File: config.mk
export PLATFORM = sky130hd
export DESIGN_NAME = trig_frame_formatter
export DESIGN_NICKNAME = d
export VERILOG_FILES = /design/src/rtl/trig_frame_formatter_pkg.sv /design/src/rtl/trig_frame_formatter_prbs7_gen56.sv /design/src/rtl/trig_frame_formatter.sv
export SDC_FILE = /design/constraint.sdc
export NUM_CORES = 1
export LEC_CHECK = 0
export CORE_AREA = 2 2 115 117
export CTS_CLUSTER_SIZE = 8
export DETAILED_ROUTE_END_ITERATION = 6
export DIE_AREA = 0 0 117 119
export SLEW_MARGIN = 20
export SYNTH_ARGS = -nofsm -noshare
export SYNTH_HDL_FRONTEND = slang
export SYNTH_HIERARCHICAL = 1
export SYNTH_SLANG_ARGS = --single-unit
File: constraint.sdc
create_clock -name clk_160 -period 3.05 [get_ports clk_160]
set_input_delay 0.4575 -clock clk_160 [delete_from_list [all_inputs] [get_ports clk_160]]
set_output_delay 0.4575 -clock clk_160 [all_outputs]
set_load 0.02 [all_outputs]
File: src/rtl/trig_frame_formatter_pkg.sv
// rtl/trig_frame_formatter_pkg.sv - shared trigger-link constants
package trig_frame_formatter_pkg;

    localparam logic [7:0] K_BC = 8'hBC;
    localparam logic [7:0] K_F7 = 8'hF7;
    localparam logic [7:0] K_FC = 8'hFC;

    localparam int FRAME_WORDS           = 4;
    localparam int FRAME_BITS            = 56;
    localparam int DEFAULT_MARKER_PERIOD = 128;

    localparam logic [1:0] ISK_WORD0 = 2'b10;
    localparam logic [6:0] PRBS_SEED = 7'h7F;

endpackage

File: src/rtl/trig_frame_formatter_prbs7_gen56.sv
// rtl/trig_frame_formatter_prbs7_gen56.sv - 56-step PRBS-7 (x^7+x^6+1), bit 0 generated first
module prbs7_gen56
    import trig_frame_formatter_pkg::*;
(
    input  logic [6:0]            i_state,
    output logic [6:0]            o_next,
    output logic [FRAME_BITS-1:0] o_bits
);

    logic [6:0] w_s;

    always_comb begin
        w_s    = i_state;
        o_bits = '0;
        for (int i = 0; i < FRAME_BITS; i++) begin
            o_bits[i] = w_s[6] ^ w_s[5];
            w_s       = {w_s[5:0], w_s[6] ^ w_s[5]};
        end
        o_next = w_s;
    end

endmodule

File: src/rtl/trig_frame_formatter.sv
// rtl/trig_frame_formatter.sv - packs 56-bit BX cluster frames into 4 x 16-bit GTX words
module trig_frame_formatter
    import trig_frame_formatter_pkg::*;
#(
    parameter int MARKER_PERIOD = DEFAULT_MARKER_PERIOD
)
(
    input  logic                  clk_160,
    input  logic                  reset_n,
    input  logic [FRAME_BITS-1:0] gem_data,
    input  logic                  gem_overflow,
    input  logic                  frame_sync,
    input  logic                  ena_test_pat,
    input  logic                  inj_err,
    output logic [15:0]           tx_data,
    output logic [1:0]            tx_isk,
    output logic                  ltncy_trig,
    output logic                  strt_ltncy
);

    localparam int             CW         = (MARKER_PERIOD > 1) ? $clog2(MARKER_PERIOD) : 1;
    localparam logic [CW-1:0]  MCNT_LAST  = CW'(MARKER_PERIOD - 1);
    localparam logic [1:0]     LAST_PHASE = 2'(FRAME_WORDS - 1);

    logic [1:0]            r_phase;
    logic [CW-1:0]         r_mcnt;
    logic [6:0]            r_lfsr;
    logic                  r_ovf_pend;
    logic                  r_inj_pend;
    logic                  r_inj_d;
    logic                  r_started;
    logic [FRAME_BITS-1:8] r_frame;
    logic [15:0]           r_tx_data;
    logic [1:0]            r_tx_isk;
    logic                  r_ltncy;
    logic                  r_strt;

    logic                  w_load;
    logic                  w_marker;
    logic                  w_inj_now;
    logic                  w_ovf_now;
    logic [6:0]            w_prbs_next;
    logic [FRAME_BITS-1:0] w_prbs_bits;
    logic [FRAME_BITS-1:0] w_data;
    logic [7:0]            w_k;

    prbs7_gen56 u_prbs (
        .i_state (r_lfsr),
        .o_next  (w_prbs_next),
        .o_bits  (w_prbs_bits)
    );

    assign w_load    = (r_phase == LAST_PHASE) || frame_sync;
    assign w_marker  = (r_mcnt == '0);
    // An inj_err edge on the load edge itself still lands in the frame being loaded.
    assign w_inj_now = r_inj_pend | (inj_err & ~r_inj_d);
    assign w_ovf_now = gem_overflow | r_ovf_pend;
    assign w_data    = (ena_test_pat ? w_prbs_bits : gem_data) ^ {{(FRAME_BITS-1){1'b0}}, w_inj_now};
    assign w_k       = w_marker ? K_FC : (w_ovf_now ? K_F7 : K_BC);

    always_ff @(posedge clk_160 or negedge reset_n) begin
        if (!reset_n) begin
            r_phase    <= LAST_PHASE;
            r_mcnt     <= '0;
            r_lfsr     <= PRBS_SEED;
            r_ovf_pend <= 1'b0;
            r_inj_pend <= 1'b0;
            r_inj_d    <= 1'b0;
            r_started  <= 1'b0;
            r_frame    <= '0;
            r_tx_data  <= 16'h0000;
            r_tx_isk   <= 2'b00;
            r_ltncy    <= 1'b0;
            r_strt     <= 1'b0;
        end else begin
            r_inj_d <= inj_err;
            if (w_load) begin
                r_phase    <= 2'd0;
                r_frame    <= w_data[FRAME_BITS-1:8];
                r_mcnt     <= (r_mcnt == MCNT_LAST) ? '0 : r_mcnt + CW'(1);
                if (ena_test_pat) begin
                    r_lfsr <= w_prbs_next;
                end
                // Overflow hidden behind a marker K is carried to the next frame.
                r_ovf_pend <= w_marker & w_ovf_now;
                r_inj_pend <= 1'b0;
                r_started  <= 1'b1;
                r_tx_data  <= {w_k, w_data[7:0]};
                r_tx_isk   <= ISK_WORD0;
                r_ltncy    <= w_marker;
                r_strt     <= w_marker & ~r_started;
            end else begin
                r_phase    <= r_phase + 2'd1;
                r_inj_pend <= w_inj_now;
                r_tx_isk   <= 2'b00;
                r_ltncy    <= 1'b0;
                r_strt     <= 1'b0;
                case (r_phase)
                    2'd0:    r_tx_data <= r_frame[23:8];
                    2'd1:    r_tx_data <= r_frame[39:24];
                    2'd2:    r_tx_data <= r_frame[55:40];
                    default: r_tx_data <= 16'h0000;
                endcase
            end
        end
    end

    assign tx_data    = r_tx_data;
    assign tx_isk     = r_tx_isk;
    assign ltncy_trig = r_ltncy;
    assign strt_ltncy = r_strt;

endmodule

==> metrics <==
total CTS buffers 9; mean area per synthesized cell 10.95 µm²; Routed WL 12420 µm; Final Critical Period 1977 ps; #FFs+latches synth 87; CP max-delay cell dfstp_2; wire length on met3 681 µm; Routed WL per cell 18.08 µm; critical path, cell by cell inv_1, ha_1, a222oi_1, o21a_1, a31oi_1; RSZ-0062 raised after global routing no; PD cells 527.3 nW/µm²; Seq/Total Area, Yosys 44.31%; Post-Syn Area 4938 µm²; routability cong. 0.8422; met2 routed WL 5773 µm; Syn Nets 520; Sw Pwr 856.8 µW; clock sink total 87; Leakage 0.002657 µW; setup TNS 0 ps; Worst VDD drop 227.6 µV; CP top delay family compound AO/OA/AOI/OAI gates; Post-Route M1 WL 5870 µm; Slew headroom 52.75%; Arrival @ worst endpoint 2190 ps; Root Driver clkbuf_16; Bufs on Longest Clock Path 2; layout cells sized above 1 10.18%; CTS H-tree lvls 3; Slew @ Worst Pin 708.7 ps; grt ovf 0; Slew Limit Fails 0; crit-path max cell delay 570 ps; Final HPWL DP 8876 µm; CTS Hold Bufs 0; Detail Route Antenna Nets 0; combinational share of power 17.9%; post-CTS sizing 0; die width 117 µm; number of diodes 0; Int Pwr 2318 µW; DRT iter0 DRCs 310; Core Region 12870 µm²; insertion delay to the later sink of the worst-skew pair 340 ps; Worst Setup Start Kind register; largest net degree at the start of global routing 113; max cap viols 0; Max FO, Critical Path 16; fin util 46.76%; clock skew 5.376 ps; TritonCTS clock tree built; worst setup path class register to register; DR vias 3502; Vias/cell 5.098; first-pass GRT wire length 19600 µm; clock share of power 38.2%; max layer used met4; Pre-antenna DRT Iters 6; post-synthesis cell count 451; setup violators final 0; Fin. Hold Viols 0; Worst EP required 3260 ps; Seq pwr share 43.9%; Buffers on Ports 80; drt drc 0; flop2flop setup slack 1070 ps; area grow syn2layout 21.92%; Starting Density 38.36%; initial antenna violation count 0; switching share of power 26.99%; vias in the first global route 3534; die area 13920 µm²; overall routing resource usage 18.65%; final period utilization 64.82%; Final #Nets 575; Crit path buffers/inverters 1; Top Ports 82; critical path endpoint category register; Netlist cell types 42; HP Class input pin to asynchronous set/reset pin; Clock transition at path regs 60 ps; setup repair bufs after CTS 0; Synth warnings 6; DIE HEIGHT 119 µm; Max Clock Freq 0.5058 GHz; # rows 42; outcome completed
-- registers in the layout, indices dropped and copies added, names as in the netlist, 2 cells and up --
signal / cells
r_frame: 48
r_lfsr: 7
r_mcnt: 7
r_phase: 2
tx_data: 16
-- placed cells by master, fill, tap and decap left out, types with 9 or more instances in the layout --
| cell type | count |
|---|---|
| mux2i_1 | 56 |
| o21ai_0 | 58 |
| nand2_1 | 49 |
| a222oi_1 | 16 |
| clkdlybuf4s50_1 | 78 |
| xnor2_1 | 40 |
| xor2_1 | 13 |
| dfstp_2 | 9 |
| clkbuf_16 | 9 |
| inv_1 | 16 |
| dfrtp_1 | 78 |
-- power by group through the flow --
stage / clock network [µW] / registers, µW / logic (µW)
floorplan: 0 / 1420 / 305
global placement: 0 / 1410 / 557
detailed placement: 0 / 1410 / 568
CTS: 1230 / 1390 / 570
global route: 1290 / 1410 / 629
finish: 1210 / 1390 / 567
-- synth_stat cells --
master,count,area (µm²)
nor3_1,2,10.01
nand2_4,1,11.26
o21ai_1,3,15.01
nor2_1,6,22.52
buf_2,6,30.03
xnor2_1,40,350.3
nand4_1,1,6.260
o22ai_1,7,43.79
xnor3_1,5,112.6
a311o_1,1,10.01
nor2_4,1,11.26
clkbuf_1,7,26.28
xnor3_2,1,23.77
or3_1,4,25.02
o21ai_0,58,290.3
buf_4,20,150.1
o21a_1,3,22.52
a31oi_1,3,18.77
o2111ai_1,1,8.760
a222oi_1,16,160.2
buf_6,5,56.30
buf_8,4,60.06
ha_1,7,87.58
nand3_1,3,15.01
o211ai_1,2,15.01
nand2_1,49,183.9
nor2b_1,2,12.51
and2_1,2,12.51
mux2_2,7,78.83
dfstp_2,9,236.5
xnor2_4,1,27.53
mux2i_1,56,560.5
conb_1,1,3.750
inv_6,1,8.760
xor2_2,1,16.27
a21oi_1,2,10.01
xor2_1,13,113.9
inv_1,16,60.06
inv_2,1,3.750
xnor2_2,4,65.06
nor3_2,1,10.01
dfrtp_1,78,1952
-- layout make-up --
cell class                 instances  area [µm²]
fill                            1185        6854
multi-input combinational        304        2355
sequential                        87        2188
timing repair buffer              86       853.3
clock buffer                      11       252.7
tap                              176       220.2
clock inverter                     5       78.83
inverter                          18       72.57
-- cell families after synthesis --
family	Yosys count	synth area share (%)
AO/OA/AOI/OAI	96	12.03
flip-flops	87	44.31
AND/OR/NAND/NOR	72	6.486
XOR/XNOR	65	14.37
multiplexers	63	12.95
buffers and inverters	60	8.006
adder cells (fa/ha/maj)	7	1.773
other	1	0.07593
-- final timing paths --
check | startpoint | end | cells after the start
min reg2reg | r_started | strt_ltncy | 1
max reg2reg | r_phase[0] | tx_data[14] | 5
min in group clk_160 | r_started | strt_ltncy | 1
max in group asynchronous | reset_n | r_lfsr[6] | 2
max | r_phase[0] | tx_data[14] | 5
min | reset_n | tx_data[6] | 1
-- worst register-to-register path: stages, from the launching register on --
cell and delay, ps:
dfstp_2 570, inv_1 70, ha_1 440, a222oi_1 560, o21a_1 170, a31oi_1 40
-- stage by stage --
stage,hold slack (ps),total power [µW],setup slack [ps],cell area (µm²),instances
2_1_floorplan,161.9,1727,1458,4938,451
5_1_grt,218.7,3328,942.9,6021,687
3_5_place_dp,457.8,1979,1008,5689,671
6_report,163.9,3175,1073,6021,687
3_3_place_gp,440.0,1966,1039,5689,671
4_1_cts,181.8,3195,1098,6021,687
-- routing by layer --
layer / track usage [%] / vias up
met2: 28.25 / 119
li1: - / 1668
met5: 0 / -
met3: 3.359 / 9
met4: 5.074 / 0
met1: 27.43 / 1706
(Power assumes the default switching activity.)
